--- src/rtl/regfile_seq_ctrl.sv ---
`timescale 1ns/1ps
// -----------------------------------------------------------------------------
// regfile_seq_ctrl
//
// Operand-fetch / writeback sequencer. It is the initiator side of the register
// file port. It accepts one instruction's register fields, drives the two read
// addresses, and captures the register file's one-cycle-registered read data.
// It then hands the operand pair to the execute stage over a valid/ready
// handshake, accepts the execute result, and drives the register file write
// port. This block is the only writer of the register file.
//
// Optional feature:
//   REGFILE_R0_ZERO_EN  - register 0 reads as zero. A writeback to rd=0
//                         completes its handshake, but no write is issued.
//
// Ports:
//   Clk_i, Rst_n_i                  clock (rising edge), async active-low reset
//   ReqValid_i/ReqReady_o           instruction request handshake
//   ReqRs1_i/ReqRs2_i/ReqRd_i       source/destination register addresses
//   ReqWb_i                         instruction writes a result
//   Rs1Addr_o/Rs2Addr_o             register file read addresses (latched)
//   Rs1Data_i/Rs2Data_i             read data, valid one cycle after address
//   RegWEn_o/RdAddr_o/RdData_o      register file write port
//   OpValid_o/OpReady_i/Op1_o/Op2_o operand handshake to execute stage
//   WbValid_i/WbReady_o/WbData_i    result handshake from execute stage
//   RetCnt_o                        retired-instruction count (wraps)
//   Busy_o                          sequencer not idle
// -----------------------------------------------------------------------------
module regfile_seq_ctrl #(
    parameter int REGAW = 4,
    parameter int REGDW = 16,
    parameter int CNTW  = 16
) (
    input  logic             Clk_i,
    input  logic             Rst_n_i,
    input  logic             ReqValid_i,
    output logic             ReqReady_o,
    input  logic [REGAW-1:0] ReqRs1_i,
    input  logic [REGAW-1:0] ReqRs2_i,
    input  logic [REGAW-1:0] ReqRd_i,
    input  logic             ReqWb_i,
    output logic [REGAW-1:0] Rs1Addr_o,
    output logic [REGAW-1:0] Rs2Addr_o,
    input  logic [REGDW-1:0] Rs1Data_i,
    input  logic [REGDW-1:0] Rs2Data_i,
    output logic             RegWEn_o,
    output logic [REGAW-1:0] RdAddr_o,
    output logic [REGDW-1:0] RdData_o,
    output logic             OpValid_o,
    input  logic             OpReady_i,
    output logic [REGDW-1:0] Op1_o,
    output logic [REGDW-1:0] Op2_o,
    input  logic             WbValid_i,
    output logic             WbReady_o,
    input  logic [REGDW-1:0] WbData_i,
    output logic [CNTW-1:0]  RetCnt_o,
    output logic             Busy_o
);

    typedef enum logic [2:0] {
        S_IDLE   = 3'd0,
        S_FETCH  = 3'd1,
        S_CAPT   = 3'd2,
        S_OPND   = 3'd3,
        S_WBWAIT = 3'd4,
        S_WRITE  = 3'd5
    } state_e;

    state_e            state_q, state_d;

    logic [REGAW-1:0]  rs1_q, rs1_d;
    logic [REGAW-1:0]  rs2_q, rs2_d;
    logic [REGAW-1:0]  rd_q,  rd_d;
    logic              wb_q,  wb_d;
    logic [REGDW-1:0]  op1_q, op1_d;
    logic [REGDW-1:0]  op2_q, op2_d;
    logic [REGDW-1:0]  wdata_q, wdata_d;
    logic [CNTW-1:0]   ret_cnt_q, ret_cnt_d;

    // Decoded per-state strobes from the output process.
    logic              req_ready;
    logic              op_valid;
    logic              wb_ready;
    logic              reg_wen;
    logic              retire;

    // A result bound for rd=0 is dropped when register 0 is hardwired to zero.
    logic              skip_write;
`ifdef REGFILE_R0_ZERO_EN
    assign skip_write = (rd_q == '0);
`else
    assign skip_write = 1'b0;
`endif

    // ---------------------------------------------------------------------
    // FSM: state register
    // ---------------------------------------------------------------------
    // NOTE: sequential state uses non-blocking (<=) so every flop samples
    // the pre-edge values; combinational blocks use blocking (=).
    always_ff @(posedge Clk_i or negedge Rst_n_i) begin
        if (!Rst_n_i) begin
            state_q <= S_IDLE;
        end else begin
            state_q <= state_d;
        end
    end

    // ---------------------------------------------------------------------
    // FSM: next-state logic
    // ---------------------------------------------------------------------
    // NOTE: every signal assigned in a combinational block gets a default
    // first, so no path leaves it unassigned and no latch is inferred.
    always_comb begin
        state_d = state_q;
        unique case (state_q)
            S_IDLE:   if (ReqValid_i) state_d = S_FETCH;
            S_FETCH:  state_d = S_CAPT;
            S_CAPT:   state_d = S_OPND;
            S_OPND:   if (OpReady_i) state_d = wb_q ? S_WBWAIT : S_IDLE;
            S_WBWAIT: if (WbValid_i) state_d = skip_write ? S_IDLE : S_WRITE;
            S_WRITE:  state_d = S_IDLE;
            default:  state_d = S_IDLE;
        endcase
    end

    // ---------------------------------------------------------------------
    // FSM: output decode
    // ---------------------------------------------------------------------
    always_comb begin
        req_ready = 1'b0;
        op_valid  = 1'b0;
        wb_ready  = 1'b0;
        reg_wen   = 1'b0;
        retire    = 1'b0;
        unique case (state_q)
            S_IDLE:   req_ready = 1'b1;
            S_OPND: begin
                op_valid = 1'b1;
                retire   = OpReady_i && !wb_q;
            end
            S_WBWAIT: begin
                wb_ready = 1'b1;
                retire   = WbValid_i && skip_write;
            end
            S_WRITE: begin
                reg_wen = 1'b1;
                retire  = 1'b1;
            end
            default: ;
        endcase
    end

    // ---------------------------------------------------------------------
    // Datapath next-state
    // ---------------------------------------------------------------------
    always_comb begin
        rs1_d     = rs1_q;
        rs2_d     = rs2_q;
        rd_d      = rd_q;
        wb_d      = wb_q;
        op1_d     = op1_q;
        op2_d     = op2_q;
        wdata_d   = wdata_q;
        ret_cnt_d = ret_cnt_q;

        // Fields are latched only on accept. The read addresses therefore
        // hold from FETCH until the next accept instead of following the
        // request bus.
        if (state_q == S_IDLE && ReqValid_i) begin
            rs1_d = ReqRs1_i;
            rs2_d = ReqRs2_i;
            rd_d  = ReqRd_i;
            wb_d  = ReqWb_i;
        end

        // The register file registered the FETCH addresses, so its data is
        // valid during CAPT.
        if (state_q == S_CAPT) begin
`ifdef REGFILE_R0_ZERO_EN
            op1_d = (rs1_q == '0) ? '0 : Rs1Data_i;
            op2_d = (rs2_q == '0) ? '0 : Rs2Data_i;
`else
            op1_d = Rs1Data_i;
            op2_d = Rs2Data_i;
`endif
        end

        if (state_q == S_WBWAIT && WbValid_i) begin
            wdata_d = WbData_i;
        end

        if (retire) begin
            ret_cnt_d = ret_cnt_q + CNTW'(1);
        end
    end

    // NOTE: all datapath registers take the async reset. A reset in the
    // middle of an operation must leave no stale operand, address or count
    // visible on the outputs.
    always_ff @(posedge Clk_i or negedge Rst_n_i) begin
        if (!Rst_n_i) begin
            rs1_q     <= '0;
            rs2_q     <= '0;
            rd_q      <= '0;
            wb_q      <= 1'b0;
            op1_q     <= '0;
            op2_q     <= '0;
            wdata_q   <= '0;
            ret_cnt_q <= '0;
        end else begin
            rs1_q     <= rs1_d;
            rs2_q     <= rs2_d;
            rd_q      <= rd_d;
            wb_q      <= wb_d;
            op1_q     <= op1_d;
            op2_q     <= op2_d;
            wdata_q   <= wdata_d;
            ret_cnt_q <= ret_cnt_d;
        end
    end

    // ---------------------------------------------------------------------
    // Outputs
    // ---------------------------------------------------------------------
    // The FSM already sits in IDLE during reset. Gating with Rst_n_i keeps
    // requests from being advertised before reset is released.
    assign ReqReady_o = req_ready && Rst_n_i;
    assign OpValid_o  = op_valid;
    assign WbReady_o  = wb_ready;
    assign RegWEn_o   = reg_wen;
    assign Busy_o     = (state_q != S_IDLE);
    assign Rs1Addr_o  = rs1_q;
    assign Rs2Addr_o  = rs2_q;
    assign RdAddr_o   = rd_q;
    assign RdData_o   = wdata_q;
    assign Op1_o      = op1_q;
    assign Op2_o      = op2_q;
    assign RetCnt_o   = ret_cnt_q;

endmodule

--- config.mk ---
export PLATFORM = sky130hd
export DESIGN_NAME = regfile_seq_ctrl
export DESIGN_NICKNAME = d
export VERILOG_FILES = /design/src/rtl/regfile_seq_ctrl.sv
export SDC_FILE = /design/constraint.sdc
export NUM_CORES = 1
export LEC_CHECK = 0
export BUFFER_PORTS_ARGS = -buffer_cell sky130_fd_sc_hd__clkbuf_2
export CAP_MARGIN = 25
export CORE_MARGIN = 8
export CORE_UTILIZATION = 46
export DETAILED_ROUTE_END_ITERATION = 12
export PLACE_DENSITY = 0.9
export SLEW_MARGIN = 20
export SYNTH_ARGS = -nofsm -noshare
export SYNTH_HDL_FRONTEND = slang
export SYNTH_SLANG_ARGS = --single-unit
--- constraint.sdc ---
create_clock -name Clk_i -period 2.3 [get_ports Clk_i]
set_input_delay 0.115 -clock Clk_i [delete_from_list [all_inputs] [get_ports Clk_i]]
set_output_delay 0.115 -clock Clk_i [all_outputs]
set_load 0.05 [all_outputs]
==> metrics.yaml <==
synthCells: 211
worst_pin_slew_ns: 0.519
powerDensity_mw_per_mm2: 1700
synth.cell_area_mm2: 0.00322
r2r_end: "RdData_o[3]$_DFFE_PN0P_"
grt_pass1_wl_um: 13000
ys_types: 30
worst-setup-path-type: "reg2reg"
yosys-top-cells-area: "dfrtp_1, mux2_2, mux2_4"
use_met3: 0.0545
grt_antenna_before_repair: 1
track_usage: 0.168
whs_path_depth: 2
yosys-top-cells-count: "dfrtp_1, mux2_2, xnor2_1"
r2r_cells: 5
max-cap-violations: 0
drc_errors: 0
drtIter0Drc: 39
clk_latency_ns: 0.33
path_max_fanout: 17
fin_crit_sh: 0.783
grtUsageMet1: 0.176
synth_nets: 278
syn_area_per_cell_um2: 15.3
holdWs_ns: 0.0170
vias: 2350
place_inst: 449
arrival_ns: 2.02
min_to: "Op2_o[15]$_DFFE_PN0P_"
clk_pin_slew_ns: 0.08
cts.htree.levels: 3
synth-main-ff-cell: "dfrtp_1"
io_buffer_count: 146
fin_skew_ns: 0.00582
layoutNonFillerInstCount: 488
die_area_mm2: 0.00993
first_pass_iters: 4
gp_congestion: 0.808
grt_overflow: 0
hold_path.class: "in2reg"
worstPathCellList: "nand2b_2 > nor2_2 > and2_1 > buf_4 > mux2_2"
cts_buffers: 9
total_power_w: 0.00760
start_util: 0.474
placeableCoreArea_mm2: 0.00679
cts_root_buf: "clkbuf_8"
yosysSeqAreaShare: 0.622
postCtsSetupRepairBufs: 0
layout-drive-gt1-share: 0.588
layout.nets: 453
setup_violations: 0
fmax_ghz: 0.556
rrSetupSlack_ns: 0.50
grtUsageMet2: 0.303
hold_start: "Rs2Data_i[15]"
max-vdd-ir-drop_v: 0.000974
routedWlPerCell_um: 17.0
grt_max_degree: 42
num_io_pins: 147
synth.most_common_cell: "dfrtp_1"
slowest_delay_ns: 0.47
rsz0062_at_grt: "no"
final.min_clock_period_ns: 1.80
required_ns: 2.52
via_per_inst: 4.82
drt-total-wl_um: 8320
crit_family: "simple AND/OR/NAND/NOR gates"
r2r-start: "state_q[1]$_DFFE_PN0P_"
hold_violations: 0
synth.top_cell.area_share: 0.622
cts_sinks: 80
synth-edff-count: 0
yosys_register_bits: 80
die_h_um: 99.6
path_buf_inv: 1
cts.repair.resized: 0
place_hpwl_um: 6150
grt_pass1_vias: 2545
clockBufferDepth: 2
cts_tree: "yes"
power.leakage_nw: 2.22
relSlewSlack: 0.654
die_w_um: 99.6
num_rows: 30
synth_warnings: 0
ant_nets: 0
final.setup.tns_ns: 0
busiest_layer: "met2"
final_util: 0.660
end_kind: "flip-flop"
worstSetupStartpointType: "flip-flop"
critPathSlowestCell: "dfrtp_1"
slew_violations: 0
synth_top_area_cell: "dfrtp_1"
status: "finished clean"
synthArstFlopShare: 1.00
area_delta_synth_final_pct: 39.3
-- cell families (layout without fill, tap and decap cells) --
group	after synthesis	count (layout)	share of synthesized area
DFF	80	80	0.622
muxes	62	62	0.227
and+or+nand+nor	35	35	0.0630
xor gates and xnor gates	15	15	0.0408
buffers and inverters	10	190	0.0187
AOI/OAI and AO/OA	8	8	0.0241
adders and majority gates	1	1	0.00389
other	0	1	0
-- final cells by class --
class                      count  area, um2
fill                         511       2310
antenna                        1       2.50
tap                           96        120
timing repair buffer         172        983
clock buffer                  11        131
multi-input combinational    121       1160
inverter                       2       7.51
clock inverter                 5       81.3
sequential                    80       2000
-- through the flow --
step	setup WS [ns]	area [um2]
CTS	0.499	4450
finish	0.500	4480
global route	0.381	4480
floorplan	0.235	3220
global placement	0.608	4050
detailed placement	0.525	4050
-- how the worst max path moves through the flow --
stage	to	cells after the start	slack, ns	startpoint
after floorplan	RdData_o[10]$_DFFE_PN0P_	6	0.23	state_q[1]$_DFFE_PN0P_
after global placement	RdData_o[4]$_DFFE_PN0P_	5	0.61	state_q[1]$_DFFE_PN0P_
after detailed placement	RdData_o[4]$_DFFE_PN0P_	5	0.53	state_q[1]$_DFFE_PN0P_
after CTS	ReqReady_o	3	0.50	state_q[2]$_DFFE_PN0P_
after global routing	RdData_o[15]$_DFFE_PN0P_	5	0.38	state_q[1]$_DFFE_PN0P_
final	RdData_o[3]$_DFFE_PN0P_	5	0.50	state_q[1]$_DFFE_PN0P_
-- worst register-to-register path: stages, from the launching register on --
cell and delay [ns]:
dfrtp_1 0.47, nand2b_2 0.29, nor2_2 0.16, and2_1 0.14, buf_4 0.26, mux2_2 0.37
-- sequential cells by signal, summed over array words and instances (netlist names) --
name and flops:
RetCnt_o 16, Rs1Addr_o 4, RdData_o 16, wb_q 1
RdAddr_o 4, state_q 3, Rs2Addr_o 4, Op1_o 16
Op2_o 16
-- cell usage in the layout, fill, tap and decap left out --
cell type / instances
dfrtp_1: 80
and3_1: 2
nand2_1: 6
clkbuf_2: 145
mux2_2: 52
nor2b_1: 2
a31oi_1: 1
nor3b_2: 1
nor2_1: 4
a2111oi_4: 1
mux2_1: 1
bufinv_16: 2
a21oi_2: 1
a21oi_1: 2
clkinvlp_4: 1
nor2_2: 1
or3_1: 1
clkbuf_8: 9
clkinv_2: 1
o21bai_1: 2
and2_1: 3
dlygate4sd3_1: 22
nand2b_2: 1
mux2_4: 9
nand2b_1: 1
nand3_1: 6
nand4_1: 5
diode_2: 1
xnor2_1: 13
clkbuf_1: 2
inv_1: 2
ha_1: 1
buf_4: 5
a41o_1: 1
and4_1: 1
xor2_1: 2
clkinv_4: 1
nand4bb_1: 1
-- routing by layer --
layer	share of wire	vias up	wire length, um
met5	0	-	0
met4	0.022	0	186
met3	0.075	16	627
met2	0.53	87	4440
met1	0.37	1158	3070
li1	-	1089	-
-- report_power, final --
| group | switching, W | total, W | internal, W |
|---|---|---|---|
| logic | 0.00290 | 0.00407 | 0.00118 |
| registers | 0.000413 | 0.00243 | 0.00202 |
| clock network | 0.000484 | 0.00110 | 0.000613 |
-- repair_timing --
item                                    in CTS  in global routing
hold buffers                                19                  3
endpoints found under the setup margin       0                  0
endpoints found under the hold margin       57                  3
(Power assumes the default switching activity.)
